===== src/rtl/recirculador_param_if.sv =====
// Recirculator lane bus: lane words/valids in, recirc and fwd outputs back.
// slave = recirculator side, master = source/sink side.
interface recirculador_param_if #(
  parameter int LANES  = 4,
  parameter int DATA_W = 8
`ifdef RECIRC_STATS_EN
  , parameter int CNT_W = 16
`endif
);
  logic [LANES*DATA_W-1:0] data_in;
  logic [LANES-1:0]        valid_in;
  logic                    active_req;
  logic                    fwd_ready;
  logic [LANES*DATA_W-1:0] recirc_data;
  logic [LANES-1:0]        recirc_valid;
  logic [LANES*DATA_W-1:0] fwd_data;
  logic [LANES-1:0]        fwd_valid;
  logic                    route_fwd;
  logic                    bp_recirc;
`ifdef RECIRC_STATS_EN
  logic [LANES*CNT_W-1:0]  recirc_count;
`endif

  modport slave (
    input  data_in, valid_in, active_req, fwd_ready,
    output recirc_data, recirc_valid, fwd_data, fwd_valid,
    output route_fwd, bp_recirc
`ifdef RECIRC_STATS_EN
    , output recirc_count
`endif
  );

  modport master (
    output data_in, valid_in, active_req, fwd_ready,
    input  recirc_data, recirc_valid, fwd_data, fwd_valid,
    input  route_fwd, bp_recirc
`ifdef RECIRC_STATS_EN
    , input recirc_count
`endif
  );
endinterface


===== src/rtl/recirculador_param.sv =====
// N-lane recirculator: routes valid lane words to recirc or fwd outputs,
// registered, with debounced word-aligned mode switch and backpressure.
// Ports: clk, reset_L (async active-low), bus (recirculador_param_if.slave).
// Option: RECIRC_STATS_EN builds per-lane recirc counters (recirc_count).
module recirculador_param #(
  parameter int LANES       = 4,
  parameter int DATA_W      = 8,
  parameter int SYNC_CYCLES = 2
`ifdef RECIRC_STATS_EN
  , parameter int CNT_W     = 16
`endif
) (
  input logic                 clk,
  input logic                 reset_L,
  recirculador_param_if.slave bus
);
  localparam int CW = $clog2(SYNC_CYCLES + 1);
  localparam logic [CW-1:0] SYNC_LIM = CW'(SYNC_CYCLES);
  localparam int W = LANES * DATA_W;

  typedef enum logic [1:0] {
    S_RECIRC,
    S_ARM_FWD,
    S_FORWARD,
    S_ARM_RECIRC
  } state_e;

  state_e          state_q, state_d;
  logic [CW-1:0]   cnt_q, cnt_d, cnt_inc;
  logic            uniform, route, to_fwd;
  logic [W-1:0]    masked;
  logic [W-1:0]    rd_q, rd_d, fd_q, fd_d;
  logic [LANES-1:0] rv_q, rv_d, fv_q, fv_d;
  logic            route_q, route_d, bp_q, bp_d;

  assign uniform = (bus.valid_in == '0) ||
                   (bus.valid_in == '1);

  // Count saturates so a long alignment wait cannot wrap.
  assign cnt_inc = (cnt_q >= SYNC_LIM) ? cnt_q
                                       : cnt_q + 1'b1;

  always_comb begin
    state_d = state_q;
    cnt_d   = cnt_q;
    unique case (state_q)
      S_RECIRC: begin
        if (bus.active_req) begin
          if (SYNC_CYCLES == 1 && uniform) begin
            state_d = S_FORWARD;
            cnt_d   = '0;
          end else begin
            state_d = S_ARM_FWD;
            cnt_d   = CW'(1);
          end
        end
      end
      S_ARM_FWD: begin
        if (!bus.active_req) begin
          state_d = S_RECIRC;
          cnt_d   = '0;
        end else if (cnt_inc >= SYNC_LIM && uniform) begin
          state_d = S_FORWARD;
          cnt_d   = '0;
        end else begin
          cnt_d = cnt_inc;
        end
      end
      S_FORWARD: begin
        if (!bus.active_req) begin
          if (SYNC_CYCLES == 1 && uniform) begin
            state_d = S_RECIRC;
            cnt_d   = '0;
          end else begin
            state_d = S_ARM_RECIRC;
            cnt_d   = CW'(1);
          end
        end
      end
      S_ARM_RECIRC: begin
        if (bus.active_req) begin
          state_d = S_FORWARD;
          cnt_d   = '0;
        end else if (cnt_inc >= SYNC_LIM && uniform) begin
          state_d = S_RECIRC;
          cnt_d   = '0;
        end else begin
          cnt_d = cnt_inc;
        end
      end
      default: begin
        state_d = S_RECIRC;
        cnt_d   = '0;
      end
    endcase
  end

  always_comb begin
    masked = '0;
    for (int i = 0; i < LANES; i++) begin
      if (bus.valid_in[i]) begin
        masked[i*DATA_W +: DATA_W] =
          bus.data_in[i*DATA_W +: DATA_W];
      end
    end
  end

  // Routing uses the pre-edge state; a stalled fwd cycle
  // falls back to the recirc path.
  assign route  = (state_q == S_FORWARD) ||
                  (state_q == S_ARM_RECIRC);
  assign to_fwd = route && bus.fwd_ready;

  always_comb begin
    rv_d    = to_fwd ? '0 : bus.valid_in;
    rd_d    = to_fwd ? '0 : masked;
    fv_d    = to_fwd ? bus.valid_in : '0;
    fd_d    = to_fwd ? masked : '0;
    bp_d    = route && !bus.fwd_ready &&
              (|bus.valid_in);
    route_d = (state_d == S_FORWARD) ||
              (state_d == S_ARM_RECIRC);
  end

  always_ff @(posedge clk or negedge reset_L) begin
    if (!reset_L) begin
      state_q <= S_RECIRC;
      cnt_q   <= '0;
      rv_q    <= '0;
      rd_q    <= '0;
      fv_q    <= '0;
      fd_q    <= '0;
      route_q <= 1'b0;
      bp_q    <= 1'b0;
    end else begin
      state_q <= state_d;
      cnt_q   <= cnt_d;
      rv_q    <= rv_d;
      rd_q    <= rd_d;
      fv_q    <= fv_d;
      fd_q    <= fd_d;
      route_q <= route_d;
      bp_q    <= bp_d;
    end
  end

  assign bus.recirc_valid = rv_q;
  assign bus.recirc_data  = rd_q;
  assign bus.fwd_valid    = fv_q;
  assign bus.fwd_data     = fd_q;
  assign bus.route_fwd    = route_q;
  assign bus.bp_recirc    = bp_q;

`ifdef RECIRC_STATS_EN
  logic [LANES*CNT_W-1:0] st_q, st_d;

  always_comb begin
    st_d = st_q;
    for (int i = 0; i < LANES; i++) begin
      if (rv_d[i] && !(&st_q[i*CNT_W +: CNT_W])) begin
        st_d[i*CNT_W +: CNT_W] =
          st_q[i*CNT_W +: CNT_W] + 1'b1;
      end
    end
  end

  always_ff @(posedge clk or negedge reset_L) begin
    if (!reset_L) begin
      st_q <= '0;
    end else begin
      st_q <= st_d;
    end
  end

  assign bus.recirc_count = st_q;
`endif
endmodule

===== src/flat_wrapper.sv =====
// flat-port wrapper written by rule: the top's interface ports become plain ports
module recirculador_param_flat 
#(
  parameter int LANES       = 4,
  parameter int DATA_W      = 8,
  parameter int SYNC_CYCLES = 2

)
  (clk, reset_L, bus_data_in, bus_valid_in, bus_active_req, bus_fwd_ready, bus_recirc_data, bus_recirc_valid, bus_fwd_data, bus_fwd_valid, bus_route_fwd, bus_bp_recirc);
  recirculador_param_if #(.LANES(LANES), .DATA_W(DATA_W)) bus_i ();
  input logic clk;
  input logic reset_L;
  input wire logic [$bits(bus_i.data_in)-1:0] bus_data_in;
  input wire logic [$bits(bus_i.valid_in)-1:0] bus_valid_in;
  input wire logic [$bits(bus_i.active_req)-1:0] bus_active_req;
  input wire logic [$bits(bus_i.fwd_ready)-1:0] bus_fwd_ready;
  output wire logic [$bits(bus_i.recirc_data)-1:0] bus_recirc_data;
  output wire logic [$bits(bus_i.recirc_valid)-1:0] bus_recirc_valid;
  output wire logic [$bits(bus_i.fwd_data)-1:0] bus_fwd_data;
  output wire logic [$bits(bus_i.fwd_valid)-1:0] bus_fwd_valid;
  output wire logic [$bits(bus_i.route_fwd)-1:0] bus_route_fwd;
  output wire logic [$bits(bus_i.bp_recirc)-1:0] bus_bp_recirc;
  assign bus_i.data_in = bus_data_in;
  assign bus_i.valid_in = bus_valid_in;
  assign bus_i.active_req = bus_active_req;
  assign bus_i.fwd_ready = bus_fwd_ready;
  assign bus_recirc_data = bus_i.recirc_data;
  assign bus_recirc_valid = bus_i.recirc_valid;
  assign bus_fwd_data = bus_i.fwd_data;
  assign bus_fwd_valid = bus_i.fwd_valid;
  assign bus_route_fwd = bus_i.route_fwd;
  assign bus_bp_recirc = bus_i.bp_recirc;
  recirculador_param #(.LANES(LANES), .DATA_W(DATA_W), .SYNC_CYCLES(SYNC_CYCLES)) u_core (.clk(clk), .reset_L(reset_L), .bus(bus_i));
endmodule

===== config.mk =====
export PLATFORM = sky130hd
export DESIGN_NAME = recirculador_param_flat
export DESIGN_NICKNAME = d
export VERILOG_FILES = /design/src/rtl/recirculador_param_if.sv /design/src/rtl/recirculador_param.sv /design/src/flat_wrapper.sv
export SDC_FILE = /design/constraint.sdc
export NUM_CORES = 1
export LEC_CHECK = 0
export CORE_ASPECT_RATIO = 0.5
export CORE_MARGIN = 3
export CORE_UTILIZATION = 45
export CTS_CLUSTER_DIAMETER = 60
export CTS_CLUSTER_SIZE = 30
export DETAILED_ROUTE_END_ITERATION = 12
export GPL_ROUTABILITY_DRIVEN = 0
export PLACE_DENSITY_LB_ADDON = 0.1
export SETUP_SLACK_MARGIN = 0.05
export SLEW_MARGIN = 20
export SYNTH_ARGS = -nofsm -noshare
export SYNTH_HDL_FRONTEND = slang
export SYNTH_SLANG_ARGS = --single-unit

===== constraint.sdc =====
create_clock -name clk -period 2.3 [get_ports clk]
set_input_delay 0.575 -clock clk [delete_from_list [all_inputs] [get_ports clk]]
set_output_delay 0.575 -clock clk [all_outputs]
set_load 0.05 [all_outputs]

==> results.cfg, run 1 <==
[die]
initial_core_util = 0.497
dieArea_mm2 = 0.00683
rows = 18
die_h_um = 59.9
die_x_um = 114
top_level_ports = 114
fp.coreArea_mm2 = 0.00527

[timing]
worst_pin_slew_ps = 638
hold_viol_final = 0
min_period_ps = 2060
relSlewSlack = 0.575
skew_ps = 5.57
tns_ps = 0
finalCritPeriodShare = 0.896
fmax_mhz = 485
finalMaxSlewViolations = 0
fin_ws_ps = 238
setup_violations = 0
rsz0062_at_grt = false

[drt]
wl_per_cell_um = 16.5
drtIter0Drc = 121
routed_wirelength_mm = 6.17
num_vias = 1770
drc = 0
drt_pre_antenna_iters = 4
ant_nets = 0
viasPerCell = 4.73

[logic_synthesis]
synth.distinct_cells = 20
synthMuxAreaShare = 0.0115
synth_nets = 224
synth.ff_latch_count = 78
yosysWarnings = 0
synth_compound_area_frac = 0.0148
synth-simple-area-share = 0.192
synthAdderAreaFrac = 0.00956
synth_xor_xnor_area_share = 0.00669
ys_seq_area_frac = 0.745
synth_top_family_by_area = simple AND/OR/NAND/NOR gates
synth_area_per_cell_um2 = 14.4
synthCells = 182
synthesis.area_mm2 = 0.00262

[worst_setup_path]
critPathSlowestCell = clkdlybuf4s50_1
worstSetupPathType = flip-flop to output pin
startpoint_type = flip-flop
worstPathCellList = clkdlybuf4s50_1
reg2reg_from = u_core.cnt_q[0]
crit_buf_inv = 1
cp_top_family = buffers and inverters
path_max_fanout = 1
critPathRequiredTime_ps = 1730
slowest_delay_ps = 830
critical_path.startpoint = u_core.bus.recirc_data[5]
endpoint_kind = output pin
critPathArrivalTime_ps = 1490

[global_routing]
overflow = 0
track_usage = 0.195
grt_max_degree = 51
grt_pass1_vias = 1959
grt_pass1_wl_mm = 9.72
antenna_found_initial = 0

[clock_tree]
clk_pin_slew_ps = 50
htree_levels = 3
post_cts_buffers = 0
cts-root-buf = clkbuf_16
cts_tree = done
insertion_delay_ps = 320
numCtsBuffers = 9
clock_sinks = 78
cts_hold_buf = 0
cts_resized = 0
clk_path_buf_depth = 2

[layout]
final_common_cell = clkdlybuf4s50_1
post_route_cells_drive_above_1_share = 0.0789
area_growth_pct = 58.3
final_cell_mix = clkdlybuf4s50_1 (112), dfrtp_1 (78), and3_1 (36), and2_1 (36), clkbuf_16 (9)
utilization = 0.787
nNetsFinal = 342
insertedDiodeCount = 0

[placement]
hpwlAfterDp_mm = 4.27
portBuffers = 113
post-place-ws_ps = 76.3

[flow_run]
maxCapViolations = 0

[power]
p_leak_nw = 2.00
p_per_area_mw_per_mm2 = 1010
finalPower_w = 0.00418
peakVddDrop_uv = 923

[status]
status = completed

[min_path]
hp-class = input pin to async pin
[per-stage QoR]
| stage | cell area, um2 | hold WS, ps | instances |
|---|---|---|---|
| after floorplan | 2620 | 279 | 182 |
| after global placement | 3860 | 498 | 359 |
| after detailed placement | 3860 | 511 | 359 |
| after CTS | 4150 | 296 | 374 |
| after global routing | 4150 | 330 | 374 |
| final | 4150 | 279 | 374 |
[layer usage]
layer,GRT usage,wire [um],vias up
met5,0,0,-
met1,0.224,2500,857
met2,0.319,2920,71
met3,0.0991,665,10
met4,0.0761,79,0
li1,-,-,832
[Yosys cell counts]
cell      count  area [um2]
dfrtp_1      78        1950
and2_1       36         225
and3_1       36         225
clkbuf_1     11        41.3
ha_1          2        25.0
inv_1         2        7.51
mux2_4        2        30.0
nor2_1        2        7.51
o32ai_1       2        17.5
a21oi_1       1        5.00
a21oi_4       1        16.3
and3b_1       1        8.76
buf_2         1        5.00
nand2_1       1        3.75
nand2b_1      1        6.26
nand3b_1      1        7.51
nand4_1       1        6.26
or4_4         1        11.3
xnor2_1       1        8.76
xor2_1        1        8.76
[power breakdown]
| group | switching, W | internal [W] |
|---|---|---|
| sequential | 0.0000781 | 0.00154 |
| clock | 0.000490 | 0.000843 |
| combinational | 0.000780 | 0.000448 |
[path summary, 6_finish.rpt]
| kind | end | slack, ps | cells past startpoint |
|---|---|---|---|
| min in group clk | u_core.cnt_q[0] | 530 | 1 |
| worst min register to register | u_core.cnt_q[0] | 530 | 1 |
| worst min-delay path | u_core.bus.recirc_data[17] | 280 | 1 |
| max in group asynchronous | u_core.bus.fwd_data[12] | 1440 | 2 |
| worst max register to register | u_core.bus.route_fwd | 900 | 5 |
| worst max-delay path | bus_recirc_data[5] | 240 | 1 |
[worst register-to-register path, delay by kind of cell, from the launching register on]
family,cells,cell delay (ps)
flip-flops,1,340
multiplexers,1,320
adder cells (fa/ha/maj),1,210
AND/OR/NAND/NOR,1,180
AO/OA/AOI/OAI,1,180
buffers and inverters,1,60
[final cells by class]
cell class	instances	area (um2)
fill	319	1120
multi-input combinational	90	613
timing repair buffer	119	1200
inverter	2	7.51
tap	70	87.6
clock buffer	15	288
sequential	78	1950
[sequential cells by signal (all words and copies together) (netlist names)]
name / cells
u_core.bus.bp_recirc: 1
u_core.bus.fwd_data: 32
u_core.bus.fwd_valid: 4
u_core.bus.recirc_data: 32
u_core.bus.recirc_valid: 4
u_core.bus.route_fwd: 1
u_core.cnt_q: 2
u_core.state_q: 2
[logic make-up (layout without fill, tap and decap cells)]
| kind of cell | count (synthesis) | after routing |
|---|---|---|
| compound gates | 4 | 4 |
| xor+xnor | 2 | 2 |
| fa+ha+maj | 2 | 2 |
| buf+inv | 14 | 136 |
| flops | 78 | 78 |
| mux | 2 | 2 |
| simple gates | 80 | 80 |
Note: power is estimated with default switching activity, not from simulation.
==> run 2, diff against run 1 <==
--- a/config.mk
+++ b/config.mk
@@ -13,7 +13,6 @@
 export DETAILED_ROUTE_END_ITERATION = 12
 export GPL_ROUTABILITY_DRIVEN = 0
 export PLACE_DENSITY_LB_ADDON = 0.1
-export SETUP_SLACK_MARGIN = 0.05
 export SLEW_MARGIN = 20
 export SYNTH_ARGS = -nofsm -noshare
 export SYNTH_HDL_FRONTEND = slang
==> results of run 2 <==
The final DEF is identical to that of run 1; final timing and power are the same.
==> run 3, diff against run 2 <==
--- a/config.mk
+++ b/config.mk
@@ -5,13 +5,13 @@
 export SDC_FILE = /design/constraint.sdc
 export NUM_CORES = 1
 export LEC_CHECK = 0
+export ABC_AREA = 1
 export CORE_ASPECT_RATIO = 0.5
 export CORE_MARGIN = 3
-export CORE_UTILIZATION = 45
+export CORE_UTILIZATION = 44
 export CTS_CLUSTER_DIAMETER = 60
 export CTS_CLUSTER_SIZE = 30
 export DETAILED_ROUTE_END_ITERATION = 12
-export GPL_ROUTABILITY_DRIVEN = 0
 export PLACE_DENSITY_LB_ADDON = 0.1
 export SLEW_MARGIN = 20
 export SYNTH_ARGS = -nofsm -noshare
==> results.cfg, run 3 <==
[status]
status = completed

[timing]
finalCritPeriodShare = 0.902
finalMaxSlewViolations = 0
setup_violations = 0
min_period_ps = 2070
skew_ps = 4.95
fin_ws_ps = 226
hold_slack_ps = 216
tns_ps = 0
fmax_mhz = 482
rsz0062_at_grt = false
worst_pin_slew_ps = 547
hold_viol_final = 0
relSlewSlack = 0.634

[logic_synthesis]
synth.largest_area_cell = dfrtp_1
synthesis.area_mm2 = 0.00259
ys_seq_area_frac = 0.754
synthCells = 231
synth_nets = 273
yosysWarnings = 0
synth.distinct_cells = 11
synth_edf_count = 0
synth_area_leaders = dfrtp_1 (75%), nor2_1 (11%), inv_1 (6.4%)
synth_area_per_cell_um2 = 11.2
async_flop_share = 1.00
synth_ff_type = dfrtp_1
ys_top_cells_by_count = dfrtp_1 (78), nor2_1 (73), inv_1 (44), nand2_1 (14), inv_2 (9)
synth.ff_latch_count = 78
synth_top_area_frac = 0.754
yosysMostFrequentCell = dfrtp_1

[worst_setup_path]
reg2reg_from = u_core.cnt_q[0]
worstPathCellList = clkdlybuf4s50_1
r2r_cells = 6
r2r-end = u_core.state_q[1]
critPathArrivalTime_ps = 1500
path_max_fanout = 1
slowest_delay_ps = 810
crit_buf_inv = 1
cp_top_family = buffers and inverters
endpoint_kind = output pin
critPathRequiredTime_ps = 1730
regToRegSetupSlack_ps = 1120
critical_path.startpoint = u_core.bus.fwd_data[10]
startpoint_type = flip-flop
critPathSlowestCell = clkdlybuf4s50_1
worstSetupPathType = flip-flop to output pin

[layout]
post_route_cells_drive_above_1_share = 0.0886
final_common_cell = clkdlybuf4s50_1
fillCellCount = 372
utilization = 0.740
nNetsFinal = 398
final_cell_mix = clkdlybuf4s50_1 (112), dfrtp_1 (78), nor2_1 (73)
area_growth_pct = 59.9
multi_input_area_um2 = 437
design_area_mm2 = 0.00414
insertedDiodeCount = 0
ff_latch_area_mm2 = 0.00195

[global_routing]
antenna_found_initial = 0
track_usage = 0.194
grt_pass1_vias = 2038
grt_pass1_wl_mm = 9.83
overflow = 0
grt_max_degree = 41

[clock_tree]
clk_path_buf_depth = 2
post_cts_buffers = 0
cts_resized = 0
cts-root-buf = clkbuf_16
cts_tree = done
insertion_delay_ps = 330
cts_hold_buf = 0
clock_sinks = 78
numCtsBuffers = 9
htree_levels = 3
clk_pin_slew_ps = 60

[power]
peakVddDrop_uv = 625
p_per_area_mw_per_mm2 = 1010
p_leak_nw = 2.11

[die]
top_level_ports = 114
initial_core_util = 0.463
die_h_um = 60.2
fp.coreArea_mm2 = 0.00559
rows = 19
dieArea_mm2 = 0.00689
die_x_um = 114

[drt]
drtIter0Drc = 161
ant_nets = 0
viasPerCell = 4.44
routed_wirelength_mm = 6.03
wl_per_cell_um = 13.9
drc = 0
num_vias = 1928
drt_pre_antenna_iters = 4

[placement]
post_dp_cell_area_mm2 = 0.00383
portBuffers = 113
post-place-ws_ps = 484
gp_congestion = 0.801
hpwlAfterDp_mm = 4.34

[min_path]
hp-class = input pin to async pin

[flow_run]
maxCapViolations = 0
-- run 3: changes by cell type after synthesis, moves of 9 or more --
cell,delta
clkbuf_1,-11
nor2_1,+71
inv_1,+42
inv_2,+9
and3_1,-36
and2_1,-36
nand2_1,+13
-- run 3: per-layer routing --
metal  global-route usage  wire length [um]
met4               0.0795               110
met1                0.213              2270
met2                0.332              3000
met5                    0                 0
met3               0.0910               639
-- run 3: worst max-delay path by stage --
stage | to | slack, ps | cells after the start
3_5_place_dp | u_core.state_q[1] | 480 | 8
6_report | bus_fwd_data[10] | 230 | 1
5_1_grt | bus_fwd_data[10] | 190 | 1
2_1_floorplan | u_core.bus.route_fwd | 1120 | 6
3_3_place_gp | u_core.bus.recirc_data[6] | 550 | 6
4_1_cts | bus_recirc_data[6] | 210 | 1
-- run 3: metrics by stage --
stage	power, W	std cells
after floorplan	0.00231	231
after global placement	0.00273	418
after detailed placement	0.00277	418
after CTS	0.00421	434
after global routing	0.00436	434
final	0.00417	434
-- run 3: logic make-up (layout without fill, tap and decap cells) --
kind of cell,after synthesis,count (layout),share of synthesized area
buffers and inverters,53,183,0.0769
adder cells (fa/ha/maj),2,2,0.00967
AND/OR/NAND/NOR,95,95,0.152
AO/OA/AOI/OAI,2,2,0.00387
flip-flops,78,78,0.754
XOR/XNOR,1,1,0.00339
-- run 3: area by class of cell --
| class | instances | share of cell area |
|---|---|---|
| Tap cell | 73 | 0.0221 |
| Multi-Input combinational cell | 100 | 0.106 |
| Timing Repair Buffer | 114 | 0.278 |
| Inverter | 53 | 0.0481 |
| Sequential cell | 78 | 0.472 |
| Clock buffer | 11 | 0.0611 |
| Clock inverter | 5 | 0.0136 |
-- run 3: power by group --
| group | total [W] | switching (W) | leakage [nW] | internal, W |
|---|---|---|---|---|
| Sequential | 0.00160 | 0.0000703 | 1.04 | 0.00153 |
| Clock | 0.00143 | 0.000532 | 0.152 | 0.000899 |
| Combinational | 0.00113 | 0.000771 | 0.917 | 0.000361 |
